--- config.mk ---
export PLATFORM = sky130hd
export DESIGN_NAME = mem_stage
export DESIGN_NICKNAME = d
export VERILOG_FILES = /design/src/rtl/mem_stage.sv
export SDC_FILE = /design/constraint.sdc
export NUM_CORES = 1
export LEC_CHECK = 0
export CAP_MARGIN = 25
export CORE_UTILIZATION = 43
export DETAILED_ROUTE_END_ITERATION = 10
export PLACE_DENSITY = 0.86
export SETUP_SLACK_MARGIN = 0.5
export SYNTH_ARGS = -nofsm -noshare
export SYNTH_HDL_FRONTEND = slang
export SYNTH_SLANG_ARGS = --single-unit
--- constraint.sdc ---
create_clock -name CLK -period 6.2 [get_ports CLK]
set_input_delay 0.62 -clock CLK [delete_from_list [all_inputs] [get_ports CLK]]
set_output_delay 0.62 -clock CLK [all_outputs]
set_load 0.01 [all_outputs]
--- src/rtl/mem_stage.sv ---
// MEM pipeline stage: issues one data-cache request per accepted load/store,
// waits for dhit, and hands the result to MEM/WB under wb_stall backpressure.
module mem_stage #(
  parameter int DATA_W = 32
) (
  input  logic              CLK,
  input  logic              nRST,
  input  logic              in_valid,
  input  logic              MemRead_i,
  input  logic              MemWrite_i,
  input  logic [DATA_W-1:0] aluout_i,
  input  logic [DATA_W-1:0] wdat_i,
  input  logic              halt_i,
  input  logic              flush,
  input  logic              dhit,
  input  logic [DATA_W-1:0] dmemload,
  input  logic              wb_stall,
  output logic              dmemREN,
  output logic              dmemWEN,
  output logic [DATA_W-1:0] dmemaddr,
  output logic [DATA_W-1:0] dmemstore,
  output logic              mem_stall,
  output logic [DATA_W-1:0] dload_o,
  output logic              out_valid,
  output logic              halt_o
);

  typedef enum logic [1:0] {IDLE, ACCESS, HOLD} state_t;

  state_t            state;
  logic [DATA_W-1:0] addr_p0;
  logic [DATA_W-1:0] wdat_p0;
  logic              rd_p0;
  logic              wr_p0;
  logic              flush_pend;
  logic              accept;
  logic              ld_only;
  logic              squash;

  assign mem_stall = (state != IDLE) | wb_stall;
  assign accept    = (state == IDLE) & in_valid & ~mem_stall & ~halt_o & ~flush;
  // A request marked both read and write is treated as a plain store.
  assign ld_only   = rd_p0 & ~wr_p0;
  assign squash    = flush | flush_pend;

  // Request outputs decode from registered state so reset drops them at once.
  assign dmemREN   = (state == ACCESS) & ld_only;
  assign dmemWEN   = (state == ACCESS) & wr_p0;
  assign dmemaddr  = addr_p0;
  assign dmemstore = wdat_p0;

  always_ff @(posedge CLK or posedge nRST) begin
    if (nRST) begin
      state      <= IDLE;
      addr_p0    <= '0;
      wdat_p0    <= '0;
      rd_p0      <= 1'b0;
      wr_p0      <= 1'b0;
      flush_pend <= 1'b0;
      dload_o    <= '0;
      out_valid  <= 1'b0;
      halt_o     <= 1'b0;
    end else begin
      out_valid <= 1'b0;
      case (state)
        // Capture stage: latch the request or retire a non-memory op.
        IDLE: begin
          if (accept) begin
            if (MemRead_i | MemWrite_i) begin
              addr_p0 <= aluout_i;
              wdat_p0 <= wdat_i;
              rd_p0   <= MemRead_i;
              wr_p0   <= MemWrite_i;
              state   <= ACCESS;
            end else begin
              out_valid <= 1'b1;
              if (halt_i) halt_o <= 1'b1;
            end
          end
        end
        // Access stage: the cache request cannot be aborted, so a flush only
        // suppresses the result once dhit arrives.
        ACCESS: begin
          if (dhit) begin
            flush_pend <= 1'b0;
            if (squash) begin
              state <= IDLE;
            end else begin
              if (ld_only) dload_o <= dmemload;
              if (wb_stall) begin
                state <= HOLD;
              end else begin
                out_valid <= 1'b1;
                state     <= IDLE;
              end
            end
          end else if (flush) begin
            flush_pend <= 1'b1;
          end
        end
        // Hold stage: result waits for MEM/WB to free up.
        HOLD: begin
          if (flush) begin
            state <= IDLE;
          end else if (!wb_stall) begin
            out_valid <= 1'b1;
            state     <= IDLE;
          end
        end
        default: state <= IDLE;
      endcase
    end
  end

endmodule

==> metrics, run 1 <==
Worst Setup Path Type input pin to flip-flop; final WL 8960 µm; Max VDD drop 0.183 mV; Setup-failing EPs final 0; First-pass DRT Iterations 7; Post-Layout Inst Area 6260 µm²; nature of the critical path endpoint flip-flop; final period utilization 0.437; routed vias/inst 4.91; area grow syn2layout 58.3%; setup TNS 0 ps; Vias 2745; total CTS buffers 9; reg2reg setup slack 3800 ps; Worst Path Required 6420 ps; Worst Skew 10.7 ps; largest net degree at the start of global routing 66; overall die area 9580 µm²; Power, Total 2240 µW; FMAX 0.369 GHz; global-route wire length before repair 14800 µm; Fin. Hold Viols 0; Clock Latency Late Sink 350 ps; Total Routing Usage GR 0.199; antenna fix cells 0; status complete, but fails checks; cts hold-fix bufs 0; Layout Cells excl Fill 559; hold depth 1; Final Max Tran Viols 0; Slew Limit Headroom 0.458; Starting Density 0.449; violated checks DRC; GRT busiest layer met2; Sink Count 103; commonest non-fill, non-tap cell in the layout clkdlybuf4s50_1; CP arrival 2930 ps; most frequent cells in the layout clkdlybuf4s50_1, dfrtp_1, mux2_1, mux2_2, clkbuf_8; clock buffer depth 2; register bit total from synthesis 103; Static Leak 0.00271 µW; crit path max fanout 65; DRC viols 15; global placer's final weighted congestion 0.740; placed cell count 543; IO buf count 205; initial antenna violation count 0; synth warn 0; Hold Path Class flip-flop to flip-flop; layout cells sized above 1 0.144; die height 97.9 µm; Final ANT Viol Nets 0; initial DRC count 62; Post-Syn Area 3950 µm²; Root Driver clkbuf_8; grt met2 use 0.339; reg2reg end dmemstore[23]$_DFFE_PP0P_; area post-placement 6060 µm²; Hold Path End dmemaddr[1]$_DFFE_PP0P_; WL per Instance 16.0 µm; die width 97.9 µm; Hold Crit Start dmemaddr[1]$_DFFE_PP0P_; synthesized area per cell 16.7 µm²; Post-Syn Instances 237; site row count 34; global-route met1 utilization 0.231; setup bufs post-CTS 0; vias in the first global route 2978; Startpoint Class input pin; max cap viols 0; HPWL after DPL 6830 µm; io pins 206; nets 551; grt ovf 0; met3 Track Usage GR 0.0787; CTS resizes 0; pwr dens 358 nW/µm²; Worst-path clk slew 90 ps; Post-Syn Nets 342; post-synthesis sequential area ratio 0.652; Core Footprint 8810 µm²; H-tree depth 3; R2R Path Start state[0]$_DFFE_PP0P_; minimum clock period 2710 ps; TritonCTS clock tree done; Yosys cell types 27; Reg2Reg Depth 4; Slew @ Worst Pin 813 ps; RSZ-0062 raised after global routing no
[layout make-up]
| class | instances | area, µm² |
|---|---|---|
| Clock buffer | 9 | 124 |
| Fill cell | 641 | 2550 |
| Inverter | 4 | 17.5 |
| Tap cell | 108 | 135 |
| Multi-Input combinational cell | 120 | 1260 |
| Sequential cell | 103 | 2580 |
| Clock inverter | 7 | 71.3 |
| Timing Repair Buffer | 208 | 2070 |
[worst max-delay path, stage by stage]
cell and delay, ps:
clkdlybuf4s50_1 490, or4_4 540, nor3_4 190, buf_4 660, mux2_1 400
[synthesized netlist by cell type (all sizes together)]
library cell / instances / area share
mux2: 96 / 0.27
a41o: 1 / 0.0025
nor3: 1 / 0.0025
dfrtp: 103 / 0.65
a31oi: 1 / 0.0016
and2: 1 / 0.0016
nand3: 2 / 0.0025
nor3b: 1 / 0.0019
a21o: 1 / 0.0019
or4: 1 / 0.0028
nand2: 1 / 0.00095
and4bb: 1 / 0.0032
inv: 4 / 0.0038
nor2: 1 / 0.00095
a32o: 1 / 0.0025
nand4b: 1 / 0.0022
o31ai: 2 / 0.0038
a21oi: 2 / 0.0025
or3: 1 / 0.0016
nor2b: 3 / 0.0047
buf: 10 / 0.028
nor4: 1 / 0.0016
nand2b: 1 / 0.0016
[registers in the layout, indices dropped and copies added (netlist names)]
register,count
flush_pend,1
state,2
halt_o,1
rd_p0,1
wr_p0,1
dmemaddr,32
out_valid,1
dmemstore,32
dload_o,32
[per-layer routing]
| metal | share of wire | routed length [µm] | up-vias |
|---|---|---|---|
| li1 | - | - | 1255 |
| met1 | 0.38 | 3380 | 1348 |
| met2 | 0.50 | 4500 | 128 |
| met3 | 0.10 | 907 | 14 |
| met4 | 0.020 | 182 | 0 |
| met5 | 0 | 0 | - |
[through the flow]
step           hold WS (ps)   util  setup WS [ps]
6_report                490  0.711           3490
5_1_grt                 508  0.711           3410
4_1_cts                 494  0.711           3480
3_5_place_dp            474  0.688           3100
3_3_place_gp            466  0.688           3170
2_1_floorplan           456      -           2880
[worst max-delay path by stage]
stage / start / to / slack [ps] / depth (start not counted)
final: flush / dmemstore[23]$_DFFE_PP0P_ / 3490 / 5
after global routing: flush / dmemstore[23]$_DFFE_PP0P_ / 3410 / 5
after CTS: flush / dmemstore[16]$_DFFE_PP0P_ / 3480 / 5
after detailed placement: flush / dmemstore[16]$_DFFE_PP0P_ / 3100 / 5
after global placement: flush / dmemaddr[25]$_DFFE_PP0P_ / 3170 / 5
after floorplan: nRST / dload_o[0]$_DFFE_PP0P_ / 2880 / 1
[where the power goes]
part | total, µW | switching [µW] | internal [µW]
Sequential | 992 | 104 | 888
Combinational | 835 | 294 | 542
Clock | 412 | 224 | 188
Total | 2240 | 622 | 1620
[kinds of logic (layout without fill, tap and decap cells)]
logic type | count (synthesis) | count (layout) | synth area share
compound gates | 8 | 8 | 0.0149
buf+inv | 14 | 228 | 0.0313
flops | 103 | 103 | 0.652
mux | 96 | 96 | 0.274
simple gates | 16 | 16 | 0.0282
Note: power is estimated with default switching activity, not from simulation.
==> inputs of run 2 (changes only) <==
--- a/config.mk
+++ b/config.mk
@@ -6,9 +6,9 @@
 export NUM_CORES = 1
 export LEC_CHECK = 0
 export CAP_MARGIN = 25
-export CORE_UTILIZATION = 43
+export CORE_UTILIZATION = 36
 export DETAILED_ROUTE_END_ITERATION = 10
-export PLACE_DENSITY = 0.86
+export PLACE_DENSITY = 0.77
 export SETUP_SLACK_MARGIN = 0.5
 export SYNTH_ARGS = -nofsm -noshare
 export SYNTH_HDL_FRONTEND = slang
==> constraint.sdc (replaced) <==
create_clock -name CLK -period 2.3 [get_ports CLK]
set_input_delay 0.23 -clock CLK [delete_from_list [all_inputs] [get_ports CLK]]
set_output_delay 0.23 -clock CLK [all_outputs]
set_load 0.01 [all_outputs]
==> metrics, run 2 (synthesized netlist as in run 1, its figures left out) <==
status finished clean; total CTS buffers 9; CP arrival 2250 ps; final period utilization 0.873; nets 570; grt met2 use 0.311; routed vias/inst 4.69; DRC viols 0; HPWL after DPL 7300 µm; placed cell count 578; Setup-failing EPs final 0; FMAX 0.498 GHz; Sink Count 103; Final Max Tran Viols 0; Vias 2840; grt ovf 0; final WL 10600 µm; Root Driver clkbuf_8; site row count 37; First-pass DRT Iterations 4; global-route wire length before repair 15800 µm; crit path max fanout 6; global placer's final weighted congestion 0.773; post-layout util 0.637; Clock Latency Late Sink 360 ps; Startpoint Class flip-flop; commonest non-fill, non-tap cell in the layout clkdlybuf4s50_1; Static Leak 0.00290 µW; TritonCTS clock tree done; Starting Density 0.378; setup TNS 0 ps; Final ANT Viol Nets 0; Max VDD drop 0.448 mV; Hold Path Class input pin to async pin; die height 107 µm; die width 107 µm; GRT busiest layer met2; Core Footprint 10500 µm²; minimum clock period 2010 ps; io pins 206; WL per Instance 17.5 µm; Worst Setup Path Type flip-flop to flip-flop; pwr dens 938 nW/µm²; most frequent cells in the layout clkdlybuf4s50_1, dfrtp_1, mux2_1, mux2_2, mux2_4; initial antenna violation count 0; Worst Skew 11.1 ps; initial DRC count 69; H-tree depth 3; nature of the critical path endpoint flip-flop; clock buffer depth 2; Total Routing Usage GR 0.181; largest net degree at the start of global routing 33; IO buf count 205; overall die area 11400 µm²; max cap viols 0; vias in the first global route 3099; area grow syn2layout 68.6%; Worst Path Required 2540 ps; global-route met1 utilization 0.216; Fin. Hold Viols 0; layout cells sized above 1 0.213; Slew Limit Headroom 0.682; Worst-path clk slew 100 ps; antenna fix cells 0; RSZ-0062 raised after global routing yes; Layout Cells excl Fill 606; Slew @ Worst Pin 476 ps; met3 Track Usage GR 0.0596
==> run 2: cell types whose count changed in the layout (fill, tap and decap cells not counted), sizes merged <==
cell	change
inv	-3
clkdlybuf4s50	-2
clkinvlp	+3
clkinv	-2
buf	+17
clkbuf	+6
==> run 2: cell type report <==
cell class,instances,area [µm²]
fill,803,3800
sequential,103,2580
timing repair buffer,227,2360
multi-input combinational,120,1340
tap,136,170
clock buffer,11,131
clock inverter,5,58.8
inverter,4,18.8
==> run 2: critical path: stages (launching register included) <==
cell       delay, ps
dfrtp_2          450
or4_4            520
nor3_4           190
buf_6            150
buf_12           100
clkbuf_16        150
mux2_1           330
==> run 2: metal layers <==
metal,routed length (µm),part of all wire
met3,851,0.080
met5,0,0
met2,5260,0.50
met4,128,0.012
met1,4370,0.41
==> run 2: per-stage QoR <==
step / setup slack (ps) / hold slack, ps / power [µW] / cell area (µm²)
after global placement: 99.6 / 466 / 4930 / 6190
final: 291 / 224 / 6250 / 6660
after floorplan: 481 / 300 / 3500 / 3960
after CTS: 266 / 225 / 6190 / 6550
after global routing: 217 / 239 / 6580 / 6660
after detailed placement: 3.94 / 474 / 5020 / 6190
==> run 2: path summary, 6_finish.rpt <==
kind,to,cells past startpoint,startpoint,slack (ps)
max reg2reg,dmemstore[3]$_DFFE_PP0P_,6,state[1]$_DFFE_PP0P_,290
min in group CLK,dmemaddr[16]$_DFFE_PP0P_,2,aluout_i[16],460
max,dmemstore[3]$_DFFE_PP0P_,6,state[1]$_DFFE_PP0P_,290
min,dmemaddr[16]$_DFFE_PP0P_,2,nRST,220
min reg2reg,dmemstore[26]$_DFFE_PP0P_,1,dmemstore[26]$_DFFE_PP0P_,490
max in group asynchronous,dload_o[8]$_DFFE_PP0P_,3,nRST,1320
==> run 2: power by group <==
group          total (µW)  internal [µW]  leakage [µW]  switching, µW
clock network        1130            505     0.0000895            626
logic                2410           1600       0.00153            818
registers            2700           2400       0.00128            306
total                6250           4500       0.00290           1750
==> run 2: repair_timing <==
action,4_1_cts,5_1_grt
resized for setup,13,23
hold endpoints to repair,0,0
endpoints found under the setup margin,67,67
hold buffers,0,0
setup buffers,8,0
gates cloned,2,2
pin swaps,2,1
==> inputs of run 3 (changes only) <==
--- a/config.mk
+++ b/config.mk
@@ -6,6 +6,7 @@
 export NUM_CORES = 1
 export LEC_CHECK = 0
 export CAP_MARGIN = 25
+export CORE_MARGIN = 5
 export CORE_UTILIZATION = 36
 export DETAILED_ROUTE_END_ITERATION = 10
 export PLACE_DENSITY = 0.77
==> metrics, run 3 (synthesized netlist as in run 1, its figures left out) <==
status finished clean; cells along the critical path or4_4 -> nor3_4 -> buf_8 -> buf_6 -> buf_16 -> mux2_4; DRC viols 0; site row count 38; Final ANT Viol Nets 0; initial antenna violation count 0; initial DRC count 94; Sink Count 103; RSZ-0062 raised after global routing yes; die height 115 µm; Static Leak 0.00312 µW; Worst Setup Path Type flip-flop to flip-flop; Startpoint Class flip-flop; family with the most delay on the worst path simple AND/OR/NAND/NOR gates; final WL 11900 µm; clock buffer depth 2; layout cells sized above 1 0.305; placed cell count 580; routed vias/inst 4.73; largest net degree at the start of global routing 79; Setup-failing EPs final 0; reg2reg end dmemaddr[19]$_DFFE_PP0P_; TritonCTS clock tree done; Hold Path Class input pin to async pin; Power, Total 6670 µW; Max VDD drop 0.445 mV; Worst Skew 6.73 ps; IO buf count 205; Post-Layout Inst Area 7060 µm²; final-layout fill cell count 793; Slew Limit Headroom 0.714; nets 578; crit-path max cell delay 520 ps; Root Driver clkbuf_8; met3 Track Usage GR 0.0716; Slew @ Worst Pin 429 ps; H-tree depth 3; Fin. Hold Viols 0; global-route wire length before repair 17400 µm; First-pass DRT Iterations 5; grt met2 use 0.295; reg2reg setup slack 260 ps; most frequent cells in the layout clkdlybuf4s50_1, dfrtp_1, mux2_4, mux2_2, clkbuf_8; nature of the critical path endpoint flip-flop; R2R Path Start state[1]$_DFFE_PP0P_; io pins 206; Core Footprint 10800 µm²; max cap viols 0; Final WS setup 259 ps; post-layout util 0.654; die width 115 µm; global-route met1 utilization 0.192; total CTS buffers 9; Final Max Tran Viols 0; DP Worst Slack -9.21 ps; antenna fix cells 0; overall die area 13200 µm²; GRT busiest layer met2; Starting Density 0.366; FMAX 0.490 GHz; Worst-path clk slew 100 ps; Vias 2921; Layout Cells excl Fill 618; Worst Path Required 2550 ps; area grow syn2layout 78.5%; global placer's final weighted congestion 0.769; Levels on crit path 6; Clock Latency Late Sink 360 ps; area post-placement 6180 µm²; vias in the first global route 3275; WL per Instance 19.2 µm; pwr dens 945 nW/µm²; Buf/Inv on CP 3; commonest non-fill, non-tap cell in the layout clkdlybuf4s50_1; Reg2Reg Depth 6; final period utilization 0.887; crit path max fanout 8; minimum clock period 2040 ps; Crit-path slowest cell or4_4; Total Routing Usage GR 0.170; CP arrival 2290 ps; HPWL after DPL 7750 µm; grt ovf 0
-- run 3: how the worst max path moves through the flow --
stage                                     from                       end  slack (ps)
after global routing      state[0]$_DFFE_PP0P_                   dmemWEN         200
after detailed placement              wb_stall  dmemaddr[26]$_DFFE_PP0P_          -9
after CTS                 state[0]$_DFFE_PP0P_                   dmemWEN         290
final                     state[1]$_DFFE_PP0P_  dmemaddr[19]$_DFFE_PP0P_         260
after floorplan           state[1]$_DFFE_PP0P_   dmemaddr[0]$_DFFE_PP0P_         480
after global placement                wb_stall  dmemaddr[22]$_DFFE_PP0P_          60
-- run 3: stage by stage --
stage	TNS, ps	hold WS (ps)
finish	0	336
CTS	0	329
global placement	0	467
detailed placement	-14.6	474
floorplan	0	300
global route	0	345
-- run 3: repair_timing --
action                                  4_1_cts  5_1_grt
buffers inserted                             10        2
pin swaps                                     1        0
endpoints found under the setup margin       67       66
hold buffers                                  0        0
resized for setup                            37       51
hold endpoints to repair                      0        0
cloned                                        7        3
-- run 3: cell type report --
cell class	instances	area, µm²	share of cell area
tap	140	175	0.0248
sequential	103	2580	0.365
clock buffer	11	131	0.0186
timing repair buffer	235	2570	0.364
clock inverter	5	82.6	0.0117
inverter	4	18.8	0.00266
multi-input combinational	120	1500	0.213
-- run 3: power by group --
group	leakage (µW)	internal, µW	switching, µW	total (µW)
clock network	0.0000958	615	613	1230
registers	0.00128	2400	340	2740
logic	0.00174	1840	868	2710
-- run 3: metal layers --
metal	wire, µm	part of all wire
met1	4520	0.38
met2	6020	0.51
met3	1150	0.097
met4	172	0.014
met5	0	0
-- run 3: tightest hold or removal path: cells and delay by family --
| kind | cells | cell delay, ps |
|---|---|---|
| buffers and inverters | 3 | 870 |
